--- config.mk ---
export PLATFORM = sky130hd
export DESIGN_NAME = cl_bist
export DESIGN_NICKNAME = d
export VERILOG_FILES = /design/src/rtl/cl_bist_pkg.sv /design/src/rtl/cl_ref.sv /design/src/rtl/cl_bist.sv
export SDC_FILE = /design/constraint.sdc
export NUM_CORES = 1
export LEC_CHECK = 0
export BUFFER_PORTS_ARGS = -buffer_cell sky130_fd_sc_hd__buf_2
export CORE_MARGIN = 3
export CORE_UTILIZATION = 35
export CTS_BUF_LIST = sky130_fd_sc_hd__clkbuf_16
export DETAILED_ROUTE_END_ITERATION = 10
export GPL_ROUTABILITY_DRIVEN = 0
export HOLD_SLACK_MARGIN = 0.15
export SLEW_MARGIN = 30
export SYNTH_ARGS = -nofsm -noshare
export SYNTH_HDL_FRONTEND = slang
export SYNTH_SLANG_ARGS = --single-unit
--- constraint.sdc ---
create_clock -name clk -period 2.3 [get_ports clk]
set_input_delay 0.23 -clock clk [delete_from_list [all_inputs] [get_ports clk]]
set_output_delay 0.23 -clock clk [all_outputs]
set_load 0.005 [all_outputs]
--- src/rtl/cl_bist_pkg.sv ---
// cl_bist_pkg: shared definitions for the cl logic unit and its BIST controller.
// Revision: 1.0
`default_nettype none

package cl_bist_pkg;

  localparam logic [1:0] CL_AND = 2'b00;
  localparam logic [1:0] CL_OR  = 2'b01;
  localparam logic [1:0] CL_XOR = 2'b10;
  localparam logic [1:0] CL_NOT = 2'b11;

  localparam int NUM_VECTORS = 16;

  typedef enum logic [2:0] {
    ST_IDLE   = 3'd0,
    ST_APPLY  = 3'd1,
    ST_SETTLE = 3'd2,
    ST_CHECK  = 3'd3,
    ST_DONE   = 3'd4
  } state_t;

endpackage

`default_nettype wire

--- src/rtl/cl_ref.sv ---
// cl_ref: combinational golden model of the cl logic unit (same port order as cl).
// Revision: 1.0
`default_nettype none

module cl_ref
  import cl_bist_pkg::*;
(
  output logic       o_exp,
  input  logic       i_a,
  input  logic       i_b,
  input  logic [1:0] i_s
);

  always_comb begin
    o_exp = 1'b0;
    case (i_s)
      CL_AND:  o_exp = i_a & i_b;
      CL_OR:   o_exp = i_a | i_b;
      CL_XOR:  o_exp = i_a ^ i_b;
      CL_NOT:  o_exp = ~i_a;
      default: o_exp = 1'b0;
    endcase
  end

endmodule

`default_nettype wire

--- src/rtl/cl_bist.sv ---
// cl_bist: sweeps all 16 {S,a,b} vectors through cl, checks each result against
// cl_ref and reports pass/fail, mismatch count and the first failing vector.
// Revision: 1.0
`default_nettype none

module cl_bist
  import cl_bist_pkg::*;
#(
  parameter int SETTLE_CYCLES = 2,
  parameter int CNT_W         = 5
) (
  input  logic             clk,
  input  logic             rst_n,
  input  logic             start,
  output logic             cl_a,
  output logic             cl_b,
  output logic [1:0]       cl_S,
  input  logic             cl_out,
  output logic             busy,
  output logic             done,
  output logic             pass,
  output logic [CNT_W-1:0] fail_cnt,
  output logic [3:0]       first_fail_vec
);

  localparam int SW = (SETTLE_CYCLES > 1) ? $clog2(SETTLE_CYCLES) : 1;
  localparam logic [SW-1:0] C_SETTLE_LAST = SW'((SETTLE_CYCLES > 0) ? SETTLE_CYCLES - 1 : 0);
  localparam logic [3:0]    C_LAST_VEC    = 4'(NUM_VECTORS - 1);

  state_t          r_state;
  state_t          w_next;
  logic [3:0]      r_idx;
  logic [SW-1:0]   r_settle;
  logic            w_exp;
  logic            w_mismatch;

  // Golden model sees exactly what cl sees: the registered drive outputs.
  cl_ref u_ref (
    .o_exp (w_exp),
    .i_a   (cl_a),
    .i_b   (cl_b),
    .i_s   (cl_S)
  );

  // Case inequality so an X/Z from cl is always a mismatch.
  assign w_mismatch = (cl_out !== w_exp);

  always_comb begin
    w_next = r_state;
    case (r_state)
      ST_IDLE:   if (start) w_next = ST_APPLY;
      ST_APPLY:  w_next = (SETTLE_CYCLES == 0) ? ST_CHECK : ST_SETTLE;
      ST_SETTLE: if (r_settle == C_SETTLE_LAST) w_next = ST_CHECK;
      ST_CHECK:  w_next = (r_idx == C_LAST_VEC) ? ST_DONE : ST_APPLY;
      ST_DONE:   w_next = ST_IDLE;
      default:   w_next = ST_IDLE;
    endcase
  end

  always_ff @(posedge clk or negedge rst_n) begin
    if (!rst_n) begin
      r_state        <= ST_IDLE;
      r_idx          <= 4'd0;
      r_settle       <= '0;
      cl_a           <= 1'b0;
      cl_b           <= 1'b0;
      cl_S           <= 2'b00;
      busy           <= 1'b0;
      done           <= 1'b0;
      pass           <= 1'b0;
      fail_cnt       <= '0;
      first_fail_vec <= 4'd0;
    end else begin
      r_state <= w_next;
      done    <= 1'b0;
      case (r_state)
        ST_IDLE: begin
          if (start) begin
            fail_cnt       <= '0;
            first_fail_vec <= 4'd0;
            pass           <= 1'b0;
            r_idx          <= 4'd0;
            busy           <= 1'b1;
          end
        end
        ST_APPLY: begin
          {cl_S, cl_a, cl_b} <= r_idx;
          r_settle           <= '0;
        end
        ST_SETTLE: r_settle <= r_settle + 1'b1;
        ST_CHECK: begin
          if (w_mismatch) begin
            fail_cnt <= fail_cnt + CNT_W'(1);
            if (fail_cnt == '0) first_fail_vec <= r_idx;
          end
          // Result registers become visible during the DONE cycle.
          if (r_idx == C_LAST_VEC) begin
            busy <= 1'b0;
            done <= 1'b1;
            pass <= (fail_cnt == '0) && !w_mismatch;
          end else begin
            r_idx <= r_idx + 4'd1;
          end
        end
        default: ;
      endcase
    end
  end

endmodule

`default_nettype wire

# == Yosys cells after proc, flatten, opt, wreduce, memory -nomap -nowiden ==
# Cells that the tools add are included.
# word_totals
rom_bits,0
n_memories,0
in_bits,4
output_inout_bits,16
latchBits,0
reg_bits,24
wordCells,67
ram_bits,0
# classes
n_mul,0
mux,23
magnitude_cmp,0
n_div,0
eq_ne,14
shifts,0
n_bitwise,4
n_reduce_logical,12
n_addsub,3
# op_table
cell,n
4-bit 2-to-1 mux,4
4-bit one-hot mux with 2 select lines,2
"2-bit inequality test, second input constant",6
3-bit one-hot mux with 4 select lines,1
5-bit 2-to-1 mux,2
5-bit one-hot mux with 2 select lines,1
3-bit 2-to-1 mux,3
3-bit AND reduction,3
"3-bit by 2-bit == test with 1-bit output, second input constant",2
1-bit 2-to-1 mux,6
1-bit one-hot mux with 2 select lines,3
"5-bit by 1-bit adder with 5-bit output, second input constant",1
5-bit zero test,1
"4-bit by 1-bit adder with 4-bit output, second input constant",1
"2-bit == test, second input constant",2
"4-bit == test, second input constant",1
1-bit one-hot mux with 4 select lines,1
4-bit AND reduction,1
2-bit nonzero test,2
"3-bit by 1-bit == test with 1-bit output, second input constant",1
3-bit zero test,1
"2-bit by 1-bit == test with 1-bit output, second input constant",1
2-bit zero test,1
2-bit AND reduction,1
other kinds (8),8

# == Depth between registers and ports, before layout ==
# depth
ltp_word,7
ltp_mapped,7

# == Cells and area by module ==
# Synthesis repeated with hierarchy kept, for this count alone.
# hier_totals
hier_cells,122
area_unflattened_um2,1288.7
# modules_own_cells
module,seq_area_each_um2,n_inst,cells_per_inst,area_per_inst_um2
cl_bist,600.6,1,116,1229.9
cl_ref,0.0,1,6,58.8

# == Worst setup path after synthesis ==
# OpenSTA, ideal clock, no wires.
# synth_path
path_kind,reg-to-reg
from,reg cl_a
to,reg fail_cnt[2]
required_time_ns,2.220
setup_time_ns,0.080
path_stages_with_launch,7
arrival_ns,1.924
setup_slack_ns,0.296
path_cell_list,dfrtp_1 -> inv_1 -> ha_1 -> mux4_2 -> xnor2_2 -> or4b_4 -> o211ai_2
# synth_via
elab_chain_cells,5
word_cells_on_any_way,8
classes_between,2 x eq/ne; 1 x mux; 4 x bitwise; 1 x reduce/logical
# synth_rtl
element,line_no,text
from (decl),cl_bist.sv:15,"output logic cl_a,"
from (signal assigned),cl_bist.sv:87,"{cl_S, cl_a, cl_b} <= r_idx;"
"1-bit XOR, or another cell as far along",cl_ref.sv:19,CL_XOR: o_exp = i_a ^ i_b;
1-bit one-hot mux with 4 select lines (*),cl_ref.sv:16,case (i_s)
1-bit case inequality test (*),cl_bist.sv:46,assign w_mismatch = (cl_out !== w_exp);
2-bit inequality test (no source line) (*),--,
3-bit AND reduction (no source line) (*),--,
to (signal assigned),cl_bist.sv:93,fail_cnt <= fail_cnt + CNT_W'(1);
to (decl),cl_bist.sv:22,"output logic [CNT_W-1:0] fail_cnt,"
# Mark *: on every way between the ends. The rest lies on a longest branch, timed or not.
# A chain may end at the register's enable or synchronous reset.

# == Worst setup path in the final report ==
# layout_path
from,reg cl_a
to,reg fail_cnt[0]
# The elaborated chain is that of the path after synthesis.

==> flow_summary.json <==
{
  "die-height_um": 65.0,
  "yosysWarnings": 0,
  "synth_flop_cell": "dfrtp_1",
  "cp_max_fo": 6,
  "initial_core_util_pct": 38.3,
  "route.detailed.drc": 0,
  "clkSinkCount": 24,
  "synthToLayoutAreaGrowth_pct": 20.8,
  "hpwlAfterDp_um": 1750,
  "cts_buffer_depth": 2,
  "n_antenna_cell": 0,
  "synth_area_leader_cell": "dfrtp_1",
  "fillCellCount": 315,
  "antenna_left": 0,
  "final-seq-area_um2": 601,
  "endpoint_kind": "flop",
  "synthCells": 119,
  "place_area_um2": 1360,
  "pin_count": 20,
  "cpMaxStageDelayCell": "mux4_2",
  "io_buffers": 19,
  "grt_setup_unrepaired": "false",
  "worstSetupStartpointType": "flop",
  "yosysMostFrequentCell": "dfrtp_1",
  "num_rows": 20,
  "antenna_found_initial": 0,
  "period_minus_slack_ns": 2.16,
  "yosysSeqAreaShare_pct": 49.3,
  "drt_iter0_drc": 32,
  "dieArea_um2": 4220,
  "crit_arrival_ns": 2.34,
  "drv_slew": 0,
  "finalInstanceArea_um2": 1470,
  "fmax_ghz": 0.463,
  "syn_area_per_cell_um2": 10.2,
  "cts_tree": "yes",
  "power_leakage_nw": 0.723,
  "setup_slack_ns": 0.142,
  "skew_ns": 0.00581,
  "power.density_nw_per_um2": 1230,
  "place_ws_ns": 0.186,
  "clockRootBuffer": "clkbuf_16",
  "drive_gt1_share_pct": 22.3,
  "ir_worst_vdd_mv": 0.666,
  "cts_made_buffers": 3,
  "grt_pass1_wl_um": 4050,
  "crit_path_cell_trace": "inv_1, ha_1, mux4_2, xnor2_2, nor2_1, mux2i_1",
  "yosysUniqueCellTypes": 31,
  "outcome": "complete, no violations",
  "ys_seq_elements": 24,
  "crit_type": "flop to flop",
  "required_ns": 2.48,
  "drv_cap": 0,
  "cts_setup_buffers": 0,
  "die_w_um": 65.0,
  "syn-num-nets": 128,
  "setup_viol_count_final": 0,
  "finalCritPeriodShare_pct": 93.8,
  "holdCritPathClass": "input pin to flop",
  "whs_ns": 0.359,
  "dp_cells": 178,
  "via_per_inst": 5.16,
  "setup_tns_ns": 0,
  "h-tree-depth": 1,
  "async_reset_ff_share_pct": 100,
  "clkLatencyLatePin_ns": 0.26,
  "synth_area_leaders": "dfrtp_1 49%, nand2_1 5.9%, ha_1 5.1%, mux2i_1 4.9%, nand3_1 2.5%",
  "synth_common_cells": "24 x dfrtp_1, 19 x nand2_1, 8 x nor2_1, 7 x inv_1",
  "clkTransAtPathRegs_ns": 0.07,
  "synth_top_area_share_pct": 49.3,
  "max_stage_delay_ns": 0.50,
  "finalNetCount": 149,
  "finalHoldViolations": 0,
  "syn_area_um2": 1220,
  "vias": 944,
  "globalRoute.totalOverflow": 0,
  "core_area_um2": 3180,
  "path_buf_inv": 1,
  "grt_pass1_vias": 863,
  "cts_resized": 0,
  "slew_headroom_pct": 56.4,
  "crit_family": "multiplexers",
  "first_pass_iters": 4,
  "track_usage_pct": 12.4,
  "synth_enable_flop_cells": 0,
  "routed_wl_um": 2460,
  "multi_input_area_um2": 571,
  "wl_per_cell_um": 13.4,
  "grt_max_degree": 25,
  "worst_pin_slew_ns": 0.653,
  "stdcell_count": 183
}
-- registers in the layout, indices dropped and copies added, names as in the netlist, 2 cells and up --
| register | flops |
|---|---|
| fail_cnt | 5 |
| cl_S | 2 |
| r_state | 3 |
| r_idx | 4 |
| first_fail_vec | 4 |
-- layer usage --
metal	share of wire, %	track usage (%)	wire length [um]
met1	47	17.7	1150
met2	47	18.0	1150
met3	6.0	3.47	147
met4	0.77	3.96	19
met5	0	0	0
-- through the flow --
| step | power, mW | utilization, % |
|---|---|---|
| floorplan | 1.12 | - |
| global placement | 1.28 | 42.6 |
| detailed placement | 1.32 | 42.6 |
| CTS | 1.83 | 46.3 |
| global route | 1.94 | 46.3 |
| finish | 1.81 | 46.3 |
-- tightest hold or removal path, delay by kind of cell --
family                 cells  cell delay, ns
AOI/OAI and AO/OA          1            0.05
and+or+nand+nor            2            0.20
buffers and inverters      1            0.09
-- logic make-up (layout without fill, tap and decap cells) --
| group | Yosys count | count (layout) | synth area share, % |
|---|---|---|---|
| mux | 9 | 9 | 8.63 |
| fa+ha+maj | 5 | 5 | 5.14 |
| flops | 24 | 24 | 49.3 |
| simple gates | 50 | 50 | 21.5 |
| xor+xnor | 3 | 3 | 2.78 |
| buf+inv | 12 | 32 | 3.80 |
| compound gates | 16 | 16 | 8.84 |
-- path summary, 6_finish.rpt --
path | start | end | slack (ns) | depth (start not counted)
max in group asynchronous | rst_n | cl_S[0] | 1.46 | 2
hold reg to reg | busy | busy | 0.51 | 2
setup reg to reg | cl_a | fail_cnt[0] | 0.14 | 6
setup / recovery | cl_a | fail_cnt[0] | 0.14 | 6
min in group asynchronous | rst_n | r_idx[0] | 0.48 | 2
hold / removal | start | r_state[0] | 0.36 | 4
-- power by group --
| group | internal [mW] | switching, mW | leakage [nW] |
|---|---|---|---|
| sequential | 0.543 | 0.164 | 0.317 |
| combinational | 0.278 | 0.326 | 0.355 |
| clock | 0.346 | 0.151 | 0.0511 |
-- cell usage in the layout (no fill, tap or decap), drive strengths merged, types with 4 or more instances in the layout --
master,n
o21ai,6
ha,5
dfrtp,24
mux2i,6
nor2,8
nand3,6
buf,20
o211ai,4
inv,7
nand2,19
-- final cells by class --
class                           instances  area share [%]
Sequential cell                        24            40.9
Multi-Input combinational cell         83            38.8
Timing Repair Buffer                   21            7.66
Clock buffer                            3            5.11
Tap cell                               44            3.74
Clock inverter                          1            2.04
Inverter                                7            1.79
-- timing repair --
action	CTS	global route
hold endpoints to repair	24	0
setup endpoints to repair	0	0
hold buffers	1	0
No activity file was read; power rests on OpenSTA's default activity.
